File: config.mk
export PLATFORM = sky130hd
export DESIGN_NAME = regfile_scoreboard
export DESIGN_NICKNAME = d
export VERILOG_FILES = /design/src/rtl/regfile_scoreboard.sv
export SDC_FILE = /design/constraint.sdc
export NUM_CORES = 1
export LEC_CHECK = 0
export BUFFER_PORTS_ARGS = -buffer_cell sky130_fd_sc_hd__buf_2
export CAP_MARGIN = 20
export CORE_MARGIN = 8
export CORE_UTILIZATION = 60
export CTS_CLUSTER_SIZE = 28
export DETAILED_ROUTE_END_ITERATION = 10
export MAX_ROUTING_LAYER = met4
export PLACE_DENSITY = 0.78
export SYNTH_ARGS = -nofsm -noshare
export SYNTH_HDL_FRONTEND = slang
export SYNTH_SLANG_ARGS = --single-unit
File: constraint.sdc
create_clock -name clk -period 19.15 [get_ports clk]
set_input_delay 0.9575 -clock clk [delete_from_list [all_inputs] [get_ports clk]]
set_output_delay 0.9575 -clock clk [all_outputs]
set_load 0.1 [all_outputs]
File: src/rtl/regfile_scoreboard.sv
// Register file with per-register pending (scoreboard) bits for an in-order issue pipeline.
// Writeback lands on the falling edge (NEG_WR=1) or on the rising edge with a read bypass (NEG_WR=0).
module regfile_scoreboard #(
  parameter int DATA_W  = 32,
  parameter int ADDR_W  = 4,
  parameter int NEG_WR  = 1,
  parameter int ZERO_R0 = 0
) (
  input  logic              clk,
  input  logic              rst,
  input  logic [ADDR_W-1:0] src1,
  input  logic [ADDR_W-1:0] src2,
  output logic [DATA_W-1:0] reg1,
  output logic [DATA_W-1:0] reg2,
  input  logic              wb_en,
  input  logic [ADDR_W-1:0] wb_dest,
  input  logic [DATA_W-1:0] wb_data,
  input  logic              issue_en,
  input  logic [ADDR_W-1:0] issue_dest,
  input  logic              flush,
  output logic              hazard1,
  output logic              hazard2,
  output logic [ADDR_W:0]   pend_cnt
);

  localparam int NREGS = 2**ADDR_W;
  localparam logic [ADDR_W:0] CNT_ONE = {{ADDR_W{1'b0}}, 1'b1};

  logic [DATA_W-1:0] mem [NREGS];
  logic [NREGS-1:0]  pending;
  logic [NREGS-1:0]  pending_nxt;
  logic              wr_ok;
  logic              issue_ok;
  logic              set_new;
  logic              clr_old;

  // Index 0 is hardwired in ZERO_R0 mode: no writes, no pending bit.
  assign wr_ok    = wb_en && !(ZERO_R0 != 0 && wb_dest == '0);
  assign issue_ok = issue_en && !(ZERO_R0 != 0 && issue_dest == '0);

  if (NEG_WR != 0) begin : g_neg_wr
    always_ff @(negedge clk or posedge rst) begin
      if (rst) begin
        for (int i = 0; i < NREGS; i++) mem[i] <= DATA_W'(i);
      end else if (wr_ok) begin
        mem[wb_dest] <= wb_data;
      end
    end
  end else begin : g_pos_wr
    always_ff @(posedge clk or posedge rst) begin
      if (rst) begin
        for (int i = 0; i < NREGS; i++) mem[i] <= DATA_W'(i);
      end else if (wr_ok) begin
        mem[wb_dest] <= wb_data;
      end
    end
  end

  always_comb begin
    reg1 = mem[src1];
    if (NEG_WR == 0 && wr_ok && wb_dest == src1) reg1 = wb_data;
    if (ZERO_R0 != 0 && src1 == '0) reg1 = '0;
    reg2 = mem[src2];
    if (NEG_WR == 0 && wr_ok && wb_dest == src2) reg2 = wb_data;
    if (ZERO_R0 != 0 && src2 == '0) reg2 = '0;
  end

  // A writeback in flight means the operand is already readable (bypass or falling-edge write).
  assign hazard1 = pending[src1] && !(wb_en && wb_dest == src1);
  assign hazard2 = pending[src2] && !(wb_en && wb_dest == src2);

  // Issue beats writeback on a shared index, so a same-index clear never counts down.
  assign set_new = issue_ok && !pending[issue_dest];
  assign clr_old = wb_en && pending[wb_dest] && !(issue_ok && issue_dest == wb_dest);

  always_comb begin
    pending_nxt = pending;
    if (wb_en)    pending_nxt[wb_dest]    = 1'b0;
    if (issue_ok) pending_nxt[issue_dest] = 1'b1;
    if (flush)    pending_nxt             = '0;
  end

  always_ff @(posedge clk or posedge rst) begin
    if (rst) begin
      pending  <= '0;
      pend_cnt <= '0;
    end else begin
      pending <= pending_nxt;
      if (flush)                    pend_cnt <= '0;
      else if (set_new && !clr_old) pend_cnt <= pend_cnt + CNT_ONE;
      else if (clr_old && !set_new) pend_cnt <= pend_cnt - CNT_ONE;
    end
  end

endmodule
==> flow_metrics.tcl, run 1 <==
set metrics [dict create \
    endpoint_kind "output port" \
    tns_ns 0 \
    skew_ns 0.00701 \
    final_common_cell "mux2_2" \
    place.gp.congestion 0.870 \
    path_class "reg2out" \
    cellPowerDensity_mw_per_mm2 122 \
    synth_area_mm2 0.0284 \
    hold_path.class "reg2reg" \
    initial_utilization_pct 60.9 \
    cts_tree "done" \
    startpoint_type "register" \
    cts_htree_levels 2 \
    finalSetupViolations 0 \
    rrSetupSlack_ns 15.82 \
    synth_top_cell_by_area "dfrtn_1" \
    rows 79 \
    cts.hold.buffers_added 0 \
    yosysUniqueCellTypes 42 \
    ff2ff_path_depth 10 \
    synth_compound_area_share_pct 0.696 \
    hold_violations 0 \
    maxSlewViolCount 0 \
    wl_per_cell_um 29.1 \
    cts_resized 0 \
    grt_pass1_wl_mm 111 \
    antenna_found_initial 5 \
    synth_area_leaders "dfrtn_1 (42%), mux4_2 (27%), mux2_2 (20%)" \
    dpl.hpwl_mm 38.3 \
    p_switching_w 0.00127 \
    grt_pass1_vias 18300 \
    startpoint "mem[29]$_DFFE_NP0P_" \
    seqPwrFrac_pct 41.7 \
    nets 1831 \
    clk_pin_slew_ns 0.04 \
    die_h_um 234 \
    finalWirelength_mm 70.8 \
    cap_viol_max_count 0 \
    synth_fa_ha_area_share_pct 0.247 \
    finish.utilization_pct 67.2 \
    remaining_drc_errors 0 \
    core-area_mm2 0.0467 \
    crit_fanout 3 \
    rsz0062_at_grt "no" \
    required_ns 18.19 \
    postPlaceCellArea_mm2 0.0294 \
    clkLatencyLatePin_ns 0.61 \
    mostFrequentLayoutCells "mux2_2 (509), dfrtn_1 (480), mux4_2 (336), buf_2 (117), clkbuf_16 (57)" \
    synth-xor-area-share_pct 0.432 \
    drt_iter0_markers 1388 \
    leakage_nw 13.0 \
    clk_path_buf_depth 3 \
    power_frac_clock_pct 28.5 \
    worstReg2RegStart "pending[4]$_DFF_PP0_" \
    tightestPinTransition_ns 1.06 \
    power.total_w 0.00384 \
    dieArea_mm2 0.0545 \
    yosys.area_share.simple_pct 1.50 \
    io_buffers 123 \
    drt.antenna.violating_nets 0 \
    vias 16700 \
    area_growth_pct 10.4 \
    yosysWarnings 0 \
    setup_ws_ns 6.31 \
    syn_area_per_cell_um2 16.7 \
    r2r_end "pend_cnt[4]$_DFFE_PP0P_" \
    dp_worst_setup_slack_ns 5.90 \
    cts_made_buffers 56 \
    dieWidth_um 234 \
    ir_drop_mv 0.136 \
    slew_headroom_pct 29.2 \
    cts_setup_buffers 0 \
    endpoint "reg2[29]" \
    synth_top_area_share_pct 42.3 \
    internal_power_w 0.00257 \
    grt-ovfl-total 0 \
    crit_arrival_ns 11.88 \
    grt_max_degree 168 \
    ys_ff_latch 533 \
    clock_sinks 533 \
    vias_per_cell 6.88 \
    cts_root_buffer "clkbuf_16" \
    comb_power_share_pct 29.8 \
    synth_top_family_by_area "multiplexers" \
    syn-num-nets 1762 \
    synth-seq-area-share_pct 47.1 \
    layout-drive-gt1-share_pct 62.4 \
    io_pins 124 \
    final_area_mm2 0.0313 \
    synth.area.mux_share_pct 47.4 \
    switching_share_pct 33.1 \
    track_usage_pct 27.8 \
    status "complete, no violations" \
    synthCells 1704 \
    drtPass1Iterations 5 \
]
[per-stage QoR]
| step | std cells | hold slack (ns) |
|---|---|---|
| after global routing | 2428 | 0.486 |
| after floorplan | 1704 | 0.430 |
| after global placement | 2290 | 0.443 |
| final | 2429 | 0.458 |
| after CTS | 2422 | 0.461 |
| after detailed placement | 2290 | 0.461 |
[Yosys cell counts, drive strengths merged]
master / n
mux2i: 9
nor2: 20
nand3b: 2
nor2b: 6
dfrtp: 21
nand4: 2
a22oi: 4
fa: 1
nand2b: 10
a21oi: 15
mux4: 336
nand3: 6
clkbuf: 90
or3b: 1
inv: 5
dfstp: 32
mux2: 514
a31oi: 2
o221ai: 1
nor3b: 4
nor3: 8
and2: 2
a211o: 1
buf: 83
o31a: 2
o21ai: 5
a2bb2oi: 1
a21o: 1
xor2: 5
or4: 1
and3: 3
dfrtn: 480
xnor2: 9
ha: 4
nand2: 18
[sequential cells by signal, indices dropped and copies added (netlist names)]
signal / flops
pend_cnt: 5
mem: 512
pending: 16
[how the worst min path moves through the flow]
stage                                 endpoint  depth (start not counted)                 start
after global placement    mem[251]$_DFFE_NP0P_                          1  mem[251]$_DFFE_NP0P_
after global routing      mem[216]$_DFFE_NP0P_                          1  mem[216]$_DFFE_NP0P_
after detailed placement  mem[251]$_DFFE_NP0P_                          1  mem[251]$_DFFE_NP0P_
after floorplan           mem[297]$_DFFE_NP0P_                          1  mem[297]$_DFFE_NP0P_
after CTS                 mem[251]$_DFFE_NP0P_                          1  mem[251]$_DFFE_NP0P_
final                     mem[251]$_DFFE_NP0P_                          1  mem[251]$_DFFE_NP0P_
[cells by family (layout without fill, tap and decap cells)]
| family | Yosys count | count (layout) |
|---|---|---|
| other | 0 | 6 |
| muxes | 859 | 859 |
| DFF | 533 | 533 |
| AOI/OAI and AO/OA | 32 | 32 |
| buffers and inverters | 178 | 290 |
| and+or+nand+nor | 83 | 83 |
| xor gates and xnor gates | 14 | 14 |
| adders and majority gates | 5 | 5 |
[critical path, cell delays in order, from the launching register on]
cell and delay (ns):
dfrtn_1 0.35, mux4_2 0.47, mux4_2 0.56, buf_2 0.33
[cell type report]
class	instances	area, µm²
fillers	3194	15300
multi-input cells	993	14300
flip-flops and latches	533	13400
clock buffers	83	1630
repair buffers	153	921
well taps	607	759
clock inverters	50	278
inverters	4	18.8
diodes	6	15.0
[routing by layer]
metal / part of all wire, % / up-vias / global-route usage, % / wire length [µm]
met5: 0 / - / - / 0
li1: - / 6846 / - / -
met1: 40 / 9101 / 37.1 / 28600
met2: 50 / 617 / 43.7 / 35400
met4: 2.9 / 0 / 9.18 / 2050
met3: 6.6 / 141 / 4.53 / 4680
[power by group through the flow]
stage / Sequential (W) / Combinational (W) / Clock, W
4_1_cts: 0.00160 / 0.00115 / 0.00111
3_3_place_gp: 0.00158 / 0.00112 / 0.0000105
2_1_floorplan: 0.00156 / 0.000966 / 0.0000105
6_report: 0.00160 / 0.00114 / 0.00109
3_5_place_dp: 0.00161 / 0.00115 / 0.0000105
5_1_grt: 0.00164 / 0.00120 / 0.00117
(Power assumes the default switching activity.)
==> run 2: changes to the inputs <==
- ABC_AREA: default -> 1
- CORE_UTILIZATION: 60 -> 57
- clock period: 19.15 -> 11.5 ns (I/O delays scaled with it)
==> run 2 against run 1 <==
Flip-flop and latch count unchanged. Combinational power increased by 20%. Sequential power increased by 61%. Clock skew fell by 0.0011 ns. Critical path depth up 2.
==> flow_metrics.tcl, run 2 <==
set metrics [dict create \
    status "complete, no violations" \
    tns_ns 0 \
    rows 83 \
    finalWirelength_mm 96.7 \
    vias 28600 \
    top_register "mem" \
    n_fill_cell 4461 \
    yosysUniqueCellTypes 37 \
    nets 3883 \
    grt-ovfl-total 0 \
    syn_area_per_cell_um2 7.43 \
    cellPowerDensity_mw_per_mm2 187 \
    core-area_mm2 0.0510 \
    path_class "reg2out" \
    hold_path.class "in2reg" \
    drt.antenna.violating_nets 0 \
    grt_max_degree 153 \
    power.total_w 0.00592 \
    maxSlewViolCount 0 \
    synth_area_mm2 0.0292 \
    cts.hold.buffers_added 0 \
    remaining_drc_errors 0 \
    place.gp.congestion 0.934 \
    skew_ns 0.00592 \
    dpl.hpwl_mm 53.0 \
    vias_per_cell 6.28 \
    largest_reg_flops 512 \
    cts_htree_levels 2 \
    clkLatencyLatePin_ns 0.62 \
    grt_pass1_wl_mm 151 \
    cts_root_buffer "clkbuf_16" \
    synth-seq-area-share_pct 45.8 \
    ir_drop_mv 0.136 \
    synth_ff_type "dfrtn_1" \
    yosysWarnings 0 \
    slew_headroom_pct 25.9 \
    rsz0062_at_grt "no" \
    track_usage_pct 32.9 \
    crit_fanout 3 \
    drtPass1Iterations 6 \
    clk_path_buf_depth 3 \
    wl_per_cell_um 21.2 \
    area_growth_pct 8.75 \
    clock_sinks 533 \
    top_regs "mem: 512 flops, pending: 16 flops, pend_cnt: 5 flops" \
    mostFrequentLayoutCells "o21ai_0 (1051), nand2_1 (652), dfrtn_1 (480), a21oi_1 (409), inv_1 (274)" \
    clk_pin_slew_ns 0.06 \
    cts_resized 0 \
    syn-num-nets 3984 \
    tightestPinTransition_ns 1.11 \
    drt_iter0_markers 3782 \
    endpoint_kind "output port" \
    ys_ff_latch 533 \
    synth_area_leaders "dfrtn_1 (41%), o21ai_0 (18%), nand2_1 (8.4%)" \
    startpoint_type "register" \
    yosys-top-cells-count "o21ai_0 (1051), nand2_1 (656), dfrtn_1 (480)" \
    leakage_nw 14.1 \
    initial_utilization_pct 57.2 \
    finish.utilization_pct 62.2 \
    rrSetupSlack_ns 9.17 \
    crit_arrival_ns 8.18 \
    required_ns 10.93 \
    io_pins 124 \
    dieWidth_um 242 \
    final_common_cell "o21ai_0" \
    die_h_um 242 \
    dieArea_mm2 0.0587 \
    synthArstFlopShare_pct 100 \
    holdWs_ns 0.332 \
    cts_made_buffers 57 \
    cts_tree "done" \
    hold_violations 0 \
    layout-drive-gt1-share_pct 8.86 \
    synth_top_area_share_pct 41.2 \
    io_buffers 123 \
    antenna_found_initial 7 \
    finalSetupViolations 0 \
    synth.most_common_cell "o21ai_0" \
    synthCells 3926 \
    synth_enable_flop_cells 0 \
    cap_viol_max_count 0 \
    grt_pass1_vias 26300 \
    synth_top_cell_by_area "dfrtn_1" \
    cts_setup_buffers 0 \
]
[run 2: cell families after synthesis]
group / after synthesis / synth area share, %
compound gates: 1673 / 30.1
simple gates: 1084 / 15.0
buf+inv: 625 / 8.63
flops: 533 / 45.8
xor+xnor: 6 / 0.180
fa+ha+maj: 5 / 0.240
[run 2: area by class of cell]
type / instances / area, µm² / area share [%]
Clock inverter: 54 / 412 / 1.30
Tap cell: 680 / 851 / 2.68
Multi-Input combinational cell: 2768 / 13300 / 42.0
Clock buffer: 83 / 1670 / 5.25
Timing Repair Buffer: 171 / 1070 / 3.38
Inverter: 262 / 998 / 3.15
Antenna cell: 7 / 17.5 / 0.0552
Sequential cell: 533 / 13400 / 42.2
[run 2: per-layer routing]
layer,vias up,part of all wire (%),GRT usage (%)
li1,13200,-,-
met1,13400,40,43.6
met2,1765,44,48.3
met3,312,12,7.18
met4,0,4.4,14.4
met5,-,0,-
[run 2: power by group]
part	switching, W	internal [W]
combinational	0.000986	0.000386
sequential	0.000242	0.00232
clock	0.000829	0.00115
total	0.00206	0.00386
[run 2: path summary, 6_finish.rpt]
check,from,to,cells after the start
worst max-delay path,mem[320]$_DFFE_NP1P_,reg1[0],5
worst min-delay path,issue_en,pending[12]$_DFF_PP0_,3
worst max register to register,pending[8]$_DFF_PP0_,pend_cnt[4]$_DFFE_PP0P_,14
worst min register to register,mem[95]$_DFFE_NP0P_,mem[95]$_DFFE_NP0P_,2
max in group asynchronous,rst,mem[87]$_DFFE_NP0P_,4
min in group asynchronous,rst,pending[4]$_DFF_PP0_,4
[run 2: through the flow]
stage	cell area (µm²)	instances	worst slack (ns)
global route	31700	4555	2.68
CTS	31600	4548	2.76
detailed placement	29600	4412	2.83
global placement	29600	4412	2.91
floorplan	29200	3926	-1.81
finish	31700	4558	2.75
[run 2: critical path, stage by stage (launching register included)]
cell     delay [ns]
dfstp_2        0.52
o21ai_0        0.07
o21ai_0        0.22
o22ai_1        0.12
o21ai_0        0.33
buf_2          0.50
